[src/rtl/mips_mc_ctrl.sv]
// Main control FSM for the multicycle MIPS datapath: a Moore machine that walks each
// instruction through fetch/decode/execute/memory/writeback and drives the datapath selects.
module mips_mc_ctrl #(
  parameter logic [5:0] OP_RTYPE = 6'h00,
  parameter logic [5:0] OP_LW    = 6'h23,
  parameter logic [5:0] OP_SW    = 6'h2B,
  parameter logic [5:0] OP_BEQ   = 6'h04,
  parameter logic [5:0] OP_ADDI  = 6'h08,
  parameter logic [5:0] OP_J     = 6'h02
) (
  input  logic       clk,
  input  logic       rst,
  input  logic       en,
  input  logic [5:0] opcode,
  input  logic       zero,
  output logic       pcen,
  output logic       iord,
  output logic       memwrite,
  output logic       irwrite,
  output logic       regdst,
  output logic       memtoreg,
  output logic       regwrite,
  output logic       alusrca,
  output logic [1:0] alusrcb,
  output logic [1:0] aluop,
  output logic [1:0] pcsrc,
  output logic       illegal,
  output logic       instr_done,
  output logic [3:0] state_o
);

  typedef enum logic [3:0] {
    S_FETCH    = 4'd0,
    S_DECODE   = 4'd1,
    S_MEMADR   = 4'd2,
    S_MEMRD    = 4'd3,
    S_MEMWB    = 4'd4,
    S_MEMWR    = 4'd5,
    S_EXECUTE  = 4'd6,
    S_ALUWB    = 4'd7,
    S_BRANCH   = 4'd8,
    S_ADDIEXEC = 4'd9,
    S_ADDIWB   = 4'd10,
    S_JUMP     = 4'd11
  } state_t;

  state_t state_q;
  state_t state_d;

  logic pcwrite_s;
  logic branch_s;
  logic memwrite_s;
  logic irwrite_s;
  logic regwrite_s;
  logic illegal_s;
  logic done_s;
  logic wr_ok_s;

  // State register with synchronous reset
  always_ff @(posedge clk) begin
    if (rst) begin
      state_q <= S_FETCH;
    end else begin
      state_q <= state_d;
    end
  end

  // Next-state logic; stall holds, unreachable codes recover to FETCH
  always_comb begin
    state_d = state_q;
    if (!en) begin
      state_d = state_q;
    end else begin
      case (state_q)
        S_FETCH:  state_d = S_DECODE;
        S_DECODE: begin
          case (opcode)
            OP_LW, OP_SW: state_d = S_MEMADR;
            OP_RTYPE:     state_d = S_EXECUTE;
            OP_BEQ:       state_d = S_BRANCH;
            OP_ADDI:      state_d = S_ADDIEXEC;
            OP_J:         state_d = S_JUMP;
            default:      state_d = S_FETCH;
          endcase
        end
        S_MEMADR: begin
          if (opcode == OP_SW) begin
            state_d = S_MEMWR;
          end else if (opcode == OP_LW) begin
            state_d = S_MEMRD;
          end else begin
            state_d = S_FETCH;
          end
        end
        S_MEMRD:    state_d = S_MEMWB;
        S_EXECUTE:  state_d = S_ALUWB;
        S_ADDIEXEC: state_d = S_ADDIWB;
        S_MEMWB, S_MEMWR, S_ALUWB, S_BRANCH, S_ADDIWB, S_JUMP: state_d = S_FETCH;
        default:    state_d = S_FETCH;
      endcase
    end
  end

  // Moore output decode of the current state
  always_comb begin
    pcwrite_s  = 1'b0;
    branch_s   = 1'b0;
    memwrite_s = 1'b0;
    irwrite_s  = 1'b0;
    regwrite_s = 1'b0;
    illegal_s  = 1'b0;
    done_s     = 1'b0;
    iord       = 1'b0;
    regdst     = 1'b0;
    memtoreg   = 1'b0;
    alusrca    = 1'b0;
    alusrcb    = 2'b00;
    aluop      = 2'b00;
    pcsrc      = 2'b00;
    case (state_q)
      S_FETCH: begin
        irwrite_s = 1'b1;
        pcwrite_s = 1'b1;
        alusrcb   = 2'b01;
      end
      S_DECODE: begin
        alusrcb = 2'b11;
        case (opcode)
          OP_LW, OP_SW, OP_RTYPE, OP_BEQ, OP_ADDI, OP_J: illegal_s = 1'b0;
          default: illegal_s = 1'b1;
        endcase
      end
      S_MEMADR, S_ADDIEXEC: begin
        alusrca = 1'b1;
        alusrcb = 2'b10;
      end
      S_MEMRD: iord = 1'b1;
      S_MEMWR: begin
        iord       = 1'b1;
        memwrite_s = 1'b1;
        done_s     = 1'b1;
      end
      S_MEMWB: begin
        regwrite_s = 1'b1;
        memtoreg   = 1'b1;
        done_s     = 1'b1;
      end
      S_EXECUTE: begin
        alusrca = 1'b1;
        aluop   = 2'b10;
      end
      S_ALUWB: begin
        regwrite_s = 1'b1;
        regdst     = 1'b1;
        done_s     = 1'b1;
      end
      S_BRANCH: begin
        alusrca  = 1'b1;
        aluop    = 2'b01;
        pcsrc    = 2'b01;
        branch_s = 1'b1;
        done_s   = 1'b1;
      end
      S_ADDIWB: begin
        regwrite_s = 1'b1;
        done_s     = 1'b1;
      end
      S_JUMP: begin
        pcsrc     = 2'b10;
        pcwrite_s = 1'b1;
        done_s    = 1'b1;
      end
      default: begin
        pcwrite_s = 1'b0;
      end
    endcase
  end

  // Writes and pulses are suppressed during stall and while reset is held
  assign wr_ok_s    = en & ~rst;
  assign pcen       = (pcwrite_s | (branch_s & zero)) & wr_ok_s;
  assign memwrite   = memwrite_s & wr_ok_s;
  assign irwrite    = irwrite_s & wr_ok_s;
  assign regwrite   = regwrite_s & wr_ok_s;
  assign illegal    = illegal_s & wr_ok_s;
  assign instr_done = done_s & wr_ok_s;
  assign state_o    = state_q;

endmodule

[config.mk]
export PLATFORM = sky130hd
export DESIGN_NAME = mips_mc_ctrl
export DESIGN_NICKNAME = d
export VERILOG_FILES = /design/src/rtl/mips_mc_ctrl.sv
export SDC_FILE = /design/constraint.sdc
export NUM_CORES = 1
export LEC_CHECK = 0
export ABC_CLOCK_PERIOD_IN_PS = 2800
export CORE_MARGIN = 3
export CORE_UTILIZATION = 30
export DETAILED_ROUTE_END_ITERATION = 8
export GPL_ROUTABILITY_DRIVEN = 0
export PLACE_DENSITY = 0.65
export RECOVER_POWER = 100
export SLEW_MARGIN = 10
export SYNTH_ARGS = -nofsm -noshare
export SYNTH_HDL_FRONTEND = slang
export SYNTH_SLANG_ARGS = --single-unit
[constraint.sdc]
create_clock -name clk -period 2.8 [get_ports clk]
set_input_delay 0.56 -clock clk [delete_from_list [all_inputs] [get_ports clk]]
set_output_delay 0.56 -clock clk [all_outputs]
set_load 0.02 [all_outputs]
==> reports/qor_table.md <==
| Metric | Value | Unit |
|---|---|---|
| Proportion of synthesized chip area in sequential cells | 15.17 | % |
| Max-slew headroom at the worst pin | 67.05 | % |
| Simple-Gate Fraction of Synth Area | 42.89 | % |
| Pwr Density | 225.9 | nW/um^2 |
| Standard cell core area | 1577 | sq um |
| Clock tree root driver cell | clkbuf_4 | - |
| Post-CTS Setup Repair Bufs | 0 | - |
| Cell area after layout | 940.9 | sq um |
| Maximum level of the CTS H-tree | 1 | - |
| Net count after synthesis | 91 | - |
| Final total power | 0.0002126 | W |
| Fin nets | 135 | - |
| Bufs on Longest Clock Path | 2 | - |
| Synthesis warning total | 0 | - |
| Pins Over Slew Limit | 0 | - |
| Clock net sink count | 4 | - |
| DRC violations left | 0 | - |
| Horizontal extent of the die | 47.95 | um |
| Commonest register cell after synthesis | dfxtp_1 | - |
| Required time of the critical path | 2.24 | ns |
| Clk Latency, worst-skew pair | 0.24 | ns |
| Clock slew seen by the registers of the worst setup and hold paths | 0.04 | ns |
| Biggest area consumer among synthesized cells | dfxtp_1 | - |
| Antenna diode count | 0 | - |
| Routed wirelength normalized by instance count | 12.93 | um |
| Data arrival, critical path | 2.11 | ns |
| Netlist area before placement | 528.0 | sq um |
| Worst Reg-to-Reg Cells | 4 | - |
| Initial antenna violation count | 0 | - |
| Sum of routed wire length over all layers | 1.797 | mm |
| Mux share of post-synthesis cell area | 0 | % |
| Period minus WS final | 2.671 | ns |
| Depth of the worst hold-timing path | 3 | - |
| Setup repair after global routing missed its margin | false | - |
| Number of violations reported at the end of detailed-routing iteration 0 | 35 | - |
| Number of flip-flops in the largest register | 4 | - |
| FF-to-FF End | state_o[1] | - |
| Mean number of vias per cell | 5.655 | - |
| Combinational family with the most area after synthesis | simple AND/OR/NAND/NOR gates | - |
| Adder-cell area share of the yosys netlist | 0 | % |
| Fmax | 374.4 | MHz |
| Die Footprint | 2299 | sq um |
| Lkg Pwr | 0.4066 | nW |
| Xor and xnor area share after synthesis | 4.976 | % |
| Type of the worst setup path | primary input to output pin | - |
| Worst-case hold path end point | state_o[2] | - |
| Reg2reg start | state_o[1] | - |
| Final hold violations | 0 | - |
| Buffers on Ports | 29 | - |
| Avg Cell Area, Syn | 6.519 | sq um |
| Share of the synthesized area in compound gates (AO/OA/AOI/OAI) | 28.91 | % |
| Starting utilization of the core area | 33.49 | % |
| Outcome | finished, final reports clean | - |
| Number of CTS-inserted buffers | 3 | - |
| Number of violations of the max-capacitance limit | 0 | - |
| CTS tree | yes | - |
| Final critical-path share of the clock period | 95.39 | % |
| Setup Total Neg Slack | 0 | ns |
| Residual overflow from global routing | 0 | - |
| Hold Path Class | flip-flop to flip-flop | - |
| Final Skew | 0.0004022 | ns |
| Area added between synthesis and finish | 78.20 | % |
| Post-detailed-route count of antenna-violating nets | 0 | - |
| Cell area after placement | 934.6 | sq um |
| Number of flops mapped to enable cells by yosys | 0 | - |
| Actual slew at the worst max-slew pin | 0.4898 | ns |
| Gate count of the mapped netlist | 81 | - |
| Num ports | 30 | - |
| Cell row count | 14 | - |
| Vias | 786 | - |
| Total track usage | 18.91 | % |
| Fraction of synthesized cell area taken by the top area cell type | 15.17 | % |
| Maximum vdd ir drop | 0.00009094 | V |
| Ranking of synthesized cells by area | dfxtp_1, nand2b_1, a211oi_1 | - |
| Number of search-and-repair iterations in the first detailed-routing pass | 4 | - |
| HPWL after detailed placement | 1.444 | mm |
| Fraction of registers with async set/reset | 0 | % |
| Crit. End Element | output pin | - |
| Cell variety after synth | 31 | - |
| Largest net degree at the start of global routing | 16 | - |
| Crit start category | primary input | - |
| Vertical die dimension | 47.95 | um |
| Biggest fanout along the worst timing path | 5 | - |
| Most common cell in the netlist | nor2_1 | - |
| R2R Setup Slk | 1.12 | ns |
| Share of layout cells above drive strength 1 | 16.26 | % |
| Number of setup violations in the final report | 0 | - |
| Number of global-route vias before repair | 789 | - |
| Top cell types by occurrence after synthesis | nor2_1, nand2b_1, a211oi_1, nor3_1 | - |
| Hold Startpoint | state_o[2] | - |
| FF+latch count, synth | 4 | - |
| Wire length of the first global-routing pass | 3.111 | mm |
==> cells in the final DEF, fill, tap and decap left out, types with 2 or more instances in the layout <==
master           Yosys  routed
o21ai_0              4       4
xor2_1               2       2
buf_4                1      15
nand2_1              2       2
nor2_1              12      12
dfxtp_1              4       4
nand3_1              2       2
a211oi_1             6       6
or4_1                2       2
a21oi_1              4       4
a221oi_1             2       2
dlygate4sd3_1        0      16
inv_1                3       3
nor4_1               3       4
clkbuf_4             0       4
or2_0                1       2
nand2b_1             9       9
clkdlybuf4s50_1      0      11
nor3_1               6       6
==> area by class of cell <==
type	count	area [sq um]
clock buffers	3	22.52
fillers	173	635.6
inverters	3	11.26
multi-input cells	67	399.1
flip-flops and latches	4	80.08
well taps	16	20.02
repair buffers	46	407.9
==> kinds of logic (layout without fill, tap and decap cells) <==
logic type,after synthesis,in the layout
simple gates,42,42
compound gates,22,22
buf+inv,10,52
flops,4,4
xor+xnor,3,3
==> worst max path at each step <==
| stage | end | slack (ns) | cells after the start | start |
|---|---|---|---|---|
| after global routing | memwrite | 0.04 | 5 | rst |
| after CTS | irwrite | 0.08 | 5 | rst |
| final | memwrite | 0.13 | 5 | rst |
| after detailed placement | illegal | -0.12 | 5 | rst |
| after global placement | illegal | -0.12 | 5 | rst |
| after floorplan | illegal | 0.44 | 4 | state_o[2] |
==> routing by layer <==
layer	up-vias	part of all wire [%]	global-route usage [%]
met1	353	44	22.37
met5	-	0	0
li1	383	-	-
met2	42	46	32.98
met4	0	2.0	9.140
met3	8	7.9	2.632
==> what timing repair did <==
item	4_1_cts	5_1_grt
endpoints found under the setup margin	1	1
hold endpoints to repair	0	0
gates resized for setup	1	1
hold buffers	0	0
==> stage by stage <==
step                      worst slack, ns  cells  hold WS [ns]  util [%]
final                              0.1291    139        0.6541     59.68
after global routing              0.03736    139        0.7145     59.68
after CTS                         0.08028    139        0.6565     60.63
after detailed placement          -0.1198    136        0.6506     59.29
after global placement            -0.1174    136        0.6415     59.29
after floorplan                    0.4363     81        0.6321         -
==> worst max-delay path: stages <==
cell and delay [ns]:
clkdlybuf4s50_1 0.41, nand2b_1 0.16, clkbuf_2 0.16, nor3_1 0.12, dlygate4sd3_1 0.69
==> where the power goes <==
group / internal [W] / switching (W)
logic: 0.0000416 / 0.0000375
registers: 0.0000589 / 0.00000126
clock network: 0.0000480 / 0.0000254
total: 0.000148 / 0.0000641
Power figures use the tool's default switching activity.
